==> config.mk <==
export PLATFORM = sky130hd
export DESIGN_NAME = a2d_sched_flat
export DESIGN_NICKNAME = d
export VERILOG_FILES = /design/src/rtl/a2d_sched_if.sv /design/src/rtl/a2d_sched.sv /design/src/flat_wrapper.sv
export SDC_FILE = /design/constraint.sdc
export NUM_CORES = 1
export LEC_CHECK = 0
export ABC_AREA = 1
export BUFFER_PORTS_ARGS = -buffer_cell sky130_fd_sc_hd__buf_2
export CAP_MARGIN = 20
export CORE_MARGIN = 2
export CORE_UTILIZATION = 60
export DETAILED_ROUTE_END_ITERATION = 8
export MAX_ROUTING_LAYER = met4
export PLACE_DENSITY = 0.87
export RECOVER_POWER = 25
export SLEW_MARGIN = 20
export SYNTH_ARGS = -nofsm -noshare
export SYNTH_HDL_FRONTEND = slang
export SYNTH_SLANG_ARGS = --single-unit
==> constraint.sdc <==
create_clock -name clk -period 3.7 [get_ports clk]
set_clock_uncertainty 0.15 [all_clocks]
set_input_delay 0.37 -clock clk [delete_from_list [all_inputs] [get_ports clk]]
set_output_delay 0.37 -clock clk [all_outputs]
set_load 0.1 [all_outputs]
==> src/rtl/a2d_sched_if.sv <==
// a2d_sched_if
// Handshake bundle between the A2D scheduler and the shared A2D SPI front end.
//   strt_cnv  : 1-cycle start-conversion pulse (scheduler -> A2D)
//   chnnl     : 3-bit channel select, held from strt_cnv until cnv_cmplt
//   cnv_cmplt : 1-cycle conversion-done pulse (A2D -> scheduler)
//   res       : 12-bit conversion result, valid while cnv_cmplt is high
// Modports: master = scheduler side, slave = converter side.
interface a2d_sched_if;
   logic        strt_cnv;
   logic [2:0]  chnnl;
   logic        cnv_cmplt;
   logic [11:0] res;

   modport master (output strt_cnv, output chnnl, input cnv_cmplt, input res);
   modport slave  (input strt_cnv, input chnnl, output cnv_cmplt, output res);
endinterface

==> src/rtl/a2d_sched.sv <==
// a2d_sched
// Round-robin scheduler for the single shared A2D converter. While go is
// high it enables the IR emitters, waits out a settle window, then sweeps
// IR channels 0..NUM_IR-1 continuously, writing every result into the
// sensor register file. A battery conversion on channel 7 is slipped in
// after every BATT_PERIOD completed sweeps and refreshes the batt_low flag.
// Ports:
//   clk, rst   : clock and synchronous active-high reset
//   go         : movement enable from the command controller
//   a2d        : converter handshake (strt_cnv/chnnl out, cnv_cmplt/res in)
//   IR_en      : IR emitter enable (high in every state but IDLE)
//   ir_wr      : 1-cycle write strobe, with ir_idx / ir_data
//   sweep_done : 1-cycle pulse alongside the write of the last IR channel
//   batt_low   : battery below BATT_THRESH, rewritten on each battery read
// All outputs are registered.
module a2d_sched #(
   parameter int          NUM_IR        = 6,
   parameter int          SETTLE_CYCLES = 4096,
   parameter int          BATT_PERIOD   = 16,
   parameter logic [11:0] BATT_THRESH   = 12'hA98
) (
   input  logic              clk,
   input  logic              rst,
   input  logic              go,
   a2d_sched_if.master       a2d,
   output logic              IR_en,
   output logic              ir_wr,
   output logic [2:0]        ir_idx,
   output logic [11:0]       ir_data,
   output logic              sweep_done,
   output logic              batt_low
);

   localparam int SW = $clog2(SETTLE_CYCLES + 1);
   localparam int BW = $clog2(BATT_PERIOD + 1);
   localparam logic [SW-1:0] SETTLE_LAST = SW'(SETTLE_CYCLES - 1);
   localparam logic [BW-1:0] BATT_LAST   = BW'(BATT_PERIOD - 1);
   localparam logic [2:0]    LAST_IDX    = 3'(NUM_IR - 1);
   localparam logic [2:0]    BATT_CHNNL  = 3'd7;

   typedef enum logic [2:0] {
      IDLE   = 3'd0,
      SETTLE = 3'd1,
      CONV   = 3'd2,
      WAIT   = 3'd3,
      BCONV  = 3'd4,
      BWAIT  = 3'd5
   } state_t;

   state_t         state_q, state_d;
   logic [SW-1:0]  settle_cnt_q, settle_cnt_d;
   logic [BW-1:0]  sweep_cnt_q, sweep_cnt_d;
   logic [2:0]     idx_q, idx_d;
   logic           strt_cnv_q, strt_cnv_d;
   logic [2:0]     chnnl_q, chnnl_d;
   logic           ir_en_q, ir_en_d;
   logic           ir_wr_q, ir_wr_d;
   logic [2:0]     ir_idx_q, ir_idx_d;
   logic [11:0]    ir_data_q, ir_data_d;
   logic           sweep_done_q, sweep_done_d;
   logic           batt_low_q, batt_low_d;

   // Next-state and next-output logic. Every output is computed here one
   // cycle ahead and registered below, so a decision taken at edge N shows
   // up on the outputs in cycle N+1. The first conversion of a run is
   // launched straight out of SETTLE (idx 0, channel 0) so that strt_cnv
   // lands in the cycle right after the settle window; later conversions
   // pass through CONV, which leaves one cycle for the ir_wr strobe before
   // the next strt_cnv. chnnl only changes when a conversion is launched,
   // which keeps it stable until the matching cnv_cmplt. cnv_cmplt is only
   // looked at in WAIT/BWAIT, so stray completions elsewhere do nothing.
   always_comb begin
      state_d      = state_q;
      settle_cnt_d = settle_cnt_q;
      sweep_cnt_d  = sweep_cnt_q;
      idx_d        = idx_q;
      strt_cnv_d   = 1'b0;
      chnnl_d      = chnnl_q;
      ir_wr_d      = 1'b0;
      ir_idx_d     = ir_idx_q;
      ir_data_d    = ir_data_q;
      sweep_done_d = 1'b0;
      batt_low_d   = batt_low_q;

      case (state_q)
         IDLE: begin
            if (go) begin
               state_d      = SETTLE;
               settle_cnt_d = '0;
            end
         end
         SETTLE: begin
            if (!go) begin
               state_d = IDLE;
            end else if (settle_cnt_q == SETTLE_LAST) begin
               idx_d      = 3'd0;
               strt_cnv_d = 1'b1;
               chnnl_d    = 3'd0;
               state_d    = WAIT;
            end else begin
               settle_cnt_d = settle_cnt_q + 1'b1;
            end
         end
         CONV: begin
            strt_cnv_d = 1'b1;
            chnnl_d    = idx_q;
            state_d    = WAIT;
         end
         WAIT: begin
            if (a2d.cnv_cmplt) begin
               ir_wr_d   = 1'b1;
               ir_idx_d  = idx_q;
               ir_data_d = a2d.res;
               if (idx_q < LAST_IDX) begin
                  idx_d   = idx_q + 3'd1;
                  state_d = CONV;
               end else begin
                  sweep_done_d = 1'b1;
                  idx_d        = 3'd0;
                  if (sweep_cnt_q == BATT_LAST) begin
                     sweep_cnt_d = '0;
                     state_d     = BCONV;
                  end else begin
                     sweep_cnt_d = sweep_cnt_q + 1'b1;
                     state_d     = go ? CONV : IDLE;
                  end
               end
            end
         end
         BCONV: begin
            strt_cnv_d = 1'b1;
            chnnl_d    = BATT_CHNNL;
            state_d    = BWAIT;
         end
         BWAIT: begin
            if (a2d.cnv_cmplt) begin
               batt_low_d = (a2d.res < BATT_THRESH);
               idx_d      = 3'd0;
               state_d    = go ? CONV : IDLE;
            end
         end
         default: begin
            state_d = IDLE;
         end
      endcase

      ir_en_d = (state_d != IDLE);
   end

   // State and output registers. Reset drops everything back to IDLE with
   // all outputs low, which also abandons any conversion in flight.
   always_ff @(posedge clk) begin
      if (rst) begin
         state_q      <= IDLE;
         settle_cnt_q <= '0;
         sweep_cnt_q  <= '0;
         idx_q        <= '0;
         strt_cnv_q   <= 1'b0;
         chnnl_q      <= '0;
         ir_en_q      <= 1'b0;
         ir_wr_q      <= 1'b0;
         ir_idx_q     <= '0;
         ir_data_q    <= '0;
         sweep_done_q <= 1'b0;
         batt_low_q   <= 1'b0;
      end else begin
         state_q      <= state_d;
         settle_cnt_q <= settle_cnt_d;
         sweep_cnt_q  <= sweep_cnt_d;
         idx_q        <= idx_d;
         strt_cnv_q   <= strt_cnv_d;
         chnnl_q      <= chnnl_d;
         ir_en_q      <= ir_en_d;
         ir_wr_q      <= ir_wr_d;
         ir_idx_q     <= ir_idx_d;
         ir_data_q    <= ir_data_d;
         sweep_done_q <= sweep_done_d;
         batt_low_q   <= batt_low_d;
      end
   end

   assign a2d.strt_cnv = strt_cnv_q;
   assign a2d.chnnl    = chnnl_q;
   assign IR_en        = ir_en_q;
   assign ir_wr        = ir_wr_q;
   assign ir_idx       = ir_idx_q;
   assign ir_data      = ir_data_q;
   assign sweep_done   = sweep_done_q;
   assign batt_low     = batt_low_q;

endmodule

==> src/flat_wrapper.sv <==
// flat-port wrapper written by rule: the top's interface ports become plain ports
module a2d_sched_flat 
#(
   parameter int          NUM_IR        = 6,
   parameter int          SETTLE_CYCLES = 4096,
   parameter int          BATT_PERIOD   = 16,
   parameter logic [11:0] BATT_THRESH   = 12'hA98
)
  (clk, rst, go, IR_en, ir_wr, ir_idx, ir_data, sweep_done, batt_low, a2d_strt_cnv, a2d_chnnl, a2d_cnv_cmplt, a2d_res);
  a2d_sched_if a2d_i ();
  input  logic clk;
  input  logic rst;
  input  logic go;
  output logic IR_en;
  output logic ir_wr;
  output logic [2:0] ir_idx;
  output logic [11:0] ir_data;
  output logic sweep_done;
  output logic batt_low;
  output wire logic [$bits(a2d_i.strt_cnv)-1:0] a2d_strt_cnv;
  output wire logic [$bits(a2d_i.chnnl)-1:0] a2d_chnnl;
  input wire logic [$bits(a2d_i.cnv_cmplt)-1:0] a2d_cnv_cmplt;
  input wire logic [$bits(a2d_i.res)-1:0] a2d_res;
  assign a2d_strt_cnv = a2d_i.strt_cnv;
  assign a2d_chnnl = a2d_i.chnnl;
  assign a2d_i.cnv_cmplt = a2d_cnv_cmplt;
  assign a2d_i.res = a2d_res;
  a2d_sched #(.NUM_IR(NUM_IR), .SETTLE_CYCLES(SETTLE_CYCLES), .BATT_PERIOD(BATT_PERIOD), .BATT_THRESH(BATT_THRESH)) u_core (.clk(clk), .rst(rst), .go(go), .a2d(a2d_i), .IR_en(IR_en), .ir_wr(ir_wr), .ir_idx(ir_idx), .ir_data(ir_data), .sweep_done(sweep_done), .batt_low(batt_low));
endmodule
==> metrics.cfg <==
[status]
status=complete, no violations

[power]
power_leakage_nw=1.06
power.total_uw=919
ir_drop_mv=0.250
powerDensity_mw_per_mm2=346

[global_route]
grt_pass1_vias=2092
grt_overflow=0
grt_max_degree=36
grt_pass1_wl_mm=8.73
grt_usage=0.258
antenna_found_initial=0

[sta]
fin_ws_ns=1.46
setup_viol=0
rsz0062_at_grt=false
fmax_mhz=446
period_share=0.606
slew_viol_final=0
timing.final.hold_violations=0
worst_pin_slew_ns=1.19
period_minus_slack_ns=2.24
finalSetupTns_ns=0
relSlewSlack=0.212

[setup_path]
worstPathRequired_ns=3.71
critical-path-top-delay-family=simple AND/OR/NAND/NOR gates
critPathKind=reg2reg
crit_chain=nand2_1 > nor2_2 > nand2_1 > nand2_1 > a21oi_1
cp_slowest_cell=nor2_2
regToRegSetupSlack_ns=1.46
crit_top_cell=nand2_1
critical_path.max_fanout=21
critPathBufInv=0
critical_path_arrival_ns=2.25
endpoint_kind=register
cp_slowest_stage_delay_ns=0.57
start_kind=register

[cts]
numCtsBuffers=5
postCtsSetupBuffers=0
ctsHoldBuffers=0
cts_tree=yes
cts_resized=0
clock-root-buffer=clkbuf_8
clk_latency_ns=0.30
htreeDepth=2
clock_path_buffers=2
clk_pin_slew_ns=0.08
clkSinkCount=47

[synth]
synth_commonest_cells=79 x nand2_1, 53 x nor2_1, 47 x dfxtp_1, 43 x nand3_1, 32 x inv_1
synth_nets=370
ys_async_sr_fraction=0
synth_edf_count=0
synthCells=351
synth_area_per_cell_um2=6.83
ys.flop_type=dfxtp_1
synth-seq-area-share=0.392
yosysMostFrequentCell=nand2_1
ys_warn_count=0
yosys.area.top_type=dfxtp_1
yosys-top-cells-area=dfxtp_1 39%, nand2_1 12%, nand3_1 9.0%, nor2_1 8.3%, a21oi_1 6.1%
netlist_area_mm2=0.00240
synth_top_area_share=0.392
synth_cell_types=30
ys_ff_latch=47

[cells_and_area]
area_growth_pct=10.8
antennaDiodeCount=0
fin_cells=432
drive_above_1_share=0.143
final_nets=402

[floorplanning]
die_x_um=67.2
die-area_mm2=0.00452
coreArea_mm2=0.00374
ioPinCount=39
fp.dieH_um=67.2
start_util=0.640
rows=22

[route]
viasPerCell=5.35
vias=2310
drt_pass1_iterations=4
ant_nets=0
totalWireLength_mm=5.13
drcViolationCount=0
wl_per_cell_um=11.9
drtIter0Drc=111

[placed_design]
dp.cells=424
io_buffer_count=38
post-dp-hpwl_mm=3.64
gp_congestion=0.875
pre_cts_slack_ns=1.47

[job]
maxCapViolCount=0

[worst_hold_path]
worstHoldPathType=in2reg

[area by class of cell]
| cell class | instances | area (um2) |
|---|---|---|
| well taps | 48 | 60.1 |
| repair buffers | 38 | 171 |
| inverters | 36 | 135 |
| clock buffers | 7 | 96.3 |
| flip-flops and latches | 47 | 941 |
| fillers | 337 | 1090 |
| multi-input cells | 255 | 1240 |
| clock inverters | 1 | 7.51 |
[registers in the layout (all words and copies together) (netlist names), 3 cells and up]
name	flops
u_core.idx_q	3
u_core.sweep_cnt_q	5
u_core.ir_data	12
u_core.ir_idx	3
u_core.settle_cnt_q	13
u_core.state_q	3
u_core.a2d.chnnl	3
[per-layer routing]
layer	wire length, um	vias up	track usage
li1	-	1194	-
met1	2200	1068	0.289
met2	2670	43	0.463
met3	200	5	0.0550
met4	61	0	0.0714
met5	0	-	-
[final timing paths]
| check | from | to | cells past startpoint |
|---|---|---|---|
| min reg2reg | u_core.ir_data[6] | u_core.ir_data[6] | 2 |
| max | u_core.state_q[0] | u_core.ir_data[5] | 5 |
| min | a2d_res[0] | u_core.ir_data[0] | 3 |
| max reg2reg | u_core.state_q[0] | u_core.ir_data[5] | 5 |
[cell families (layout without fill, tap and decap cells)]
family / Yosys count / count (layout) / share of synthesized area
xor+xnor: 3 / 3 / 0.0110
flops: 47 / 47 / 0.392
simple gates: 201 / 201 / 0.377
compound gates: 48 / 48 / 0.116
buf+inv: 49 / 82 / 0.0882
fa+ha+maj: 3 / 3 / 0.0157
[where the power goes]
group / switching, mW / internal [mW] / total [mW] / leakage, nW
clock network: 0.172 / 0.170 / 0.342 / 0.0505
registers: 0.00501 / 0.510 / 0.515 / 0.380
logic: 0.0456 / 0.0166 / 0.0622 / 0.634
total: 0.222 / 0.696 / 0.919 / 1.06
[metrics by stage]
stage / area (um2) / util / hold slack (ns)
6_report: 2660 / 0.710 / 0.190
5_1_grt: 2660 / 0.710 / 0.198
4_1_cts: 2680 / 0.715 / 0.186
3_5_place_dp: 2570 / 0.687 / 0.301
3_3_place_gp: 2570 / 0.687 / 0.297
2_1_floorplan: 2400 / - / 0.295
[worst reg2reg max path: cells and delay by family, from the launching register on]
| family | cells | cell delay (ns) |
|---|---|---|
| AO/OA/AOI/OAI | 1 | 0.08 |
| flip-flops | 1 | 0.47 |
| AND/OR/NAND/NOR | 4 | 1.41 |
[layout by cell type (no fill, tap or decap), drive strengths merged, types with 2 or more instances in the layout]
| cell | synthesis | routed |
|---|---|---|
| nor2 | 60 | 60 |
| inv | 36 | 36 |
| dfxtp | 47 | 47 |
| a21oi | 34 | 34 |
| o211ai | 2 | 2 |
| buf | 5 | 23 |
| nor3 | 4 | 4 |
| ha | 3 | 3 |
| nand3 | 43 | 43 |
| nand4 | 7 | 7 |
| nand2 | 85 | 85 |
| xor2 | 2 | 2 |
| o21ai | 11 | 11 |
| clkbuf | 8 | 22 |
Power figures use the tool's default switching activity.
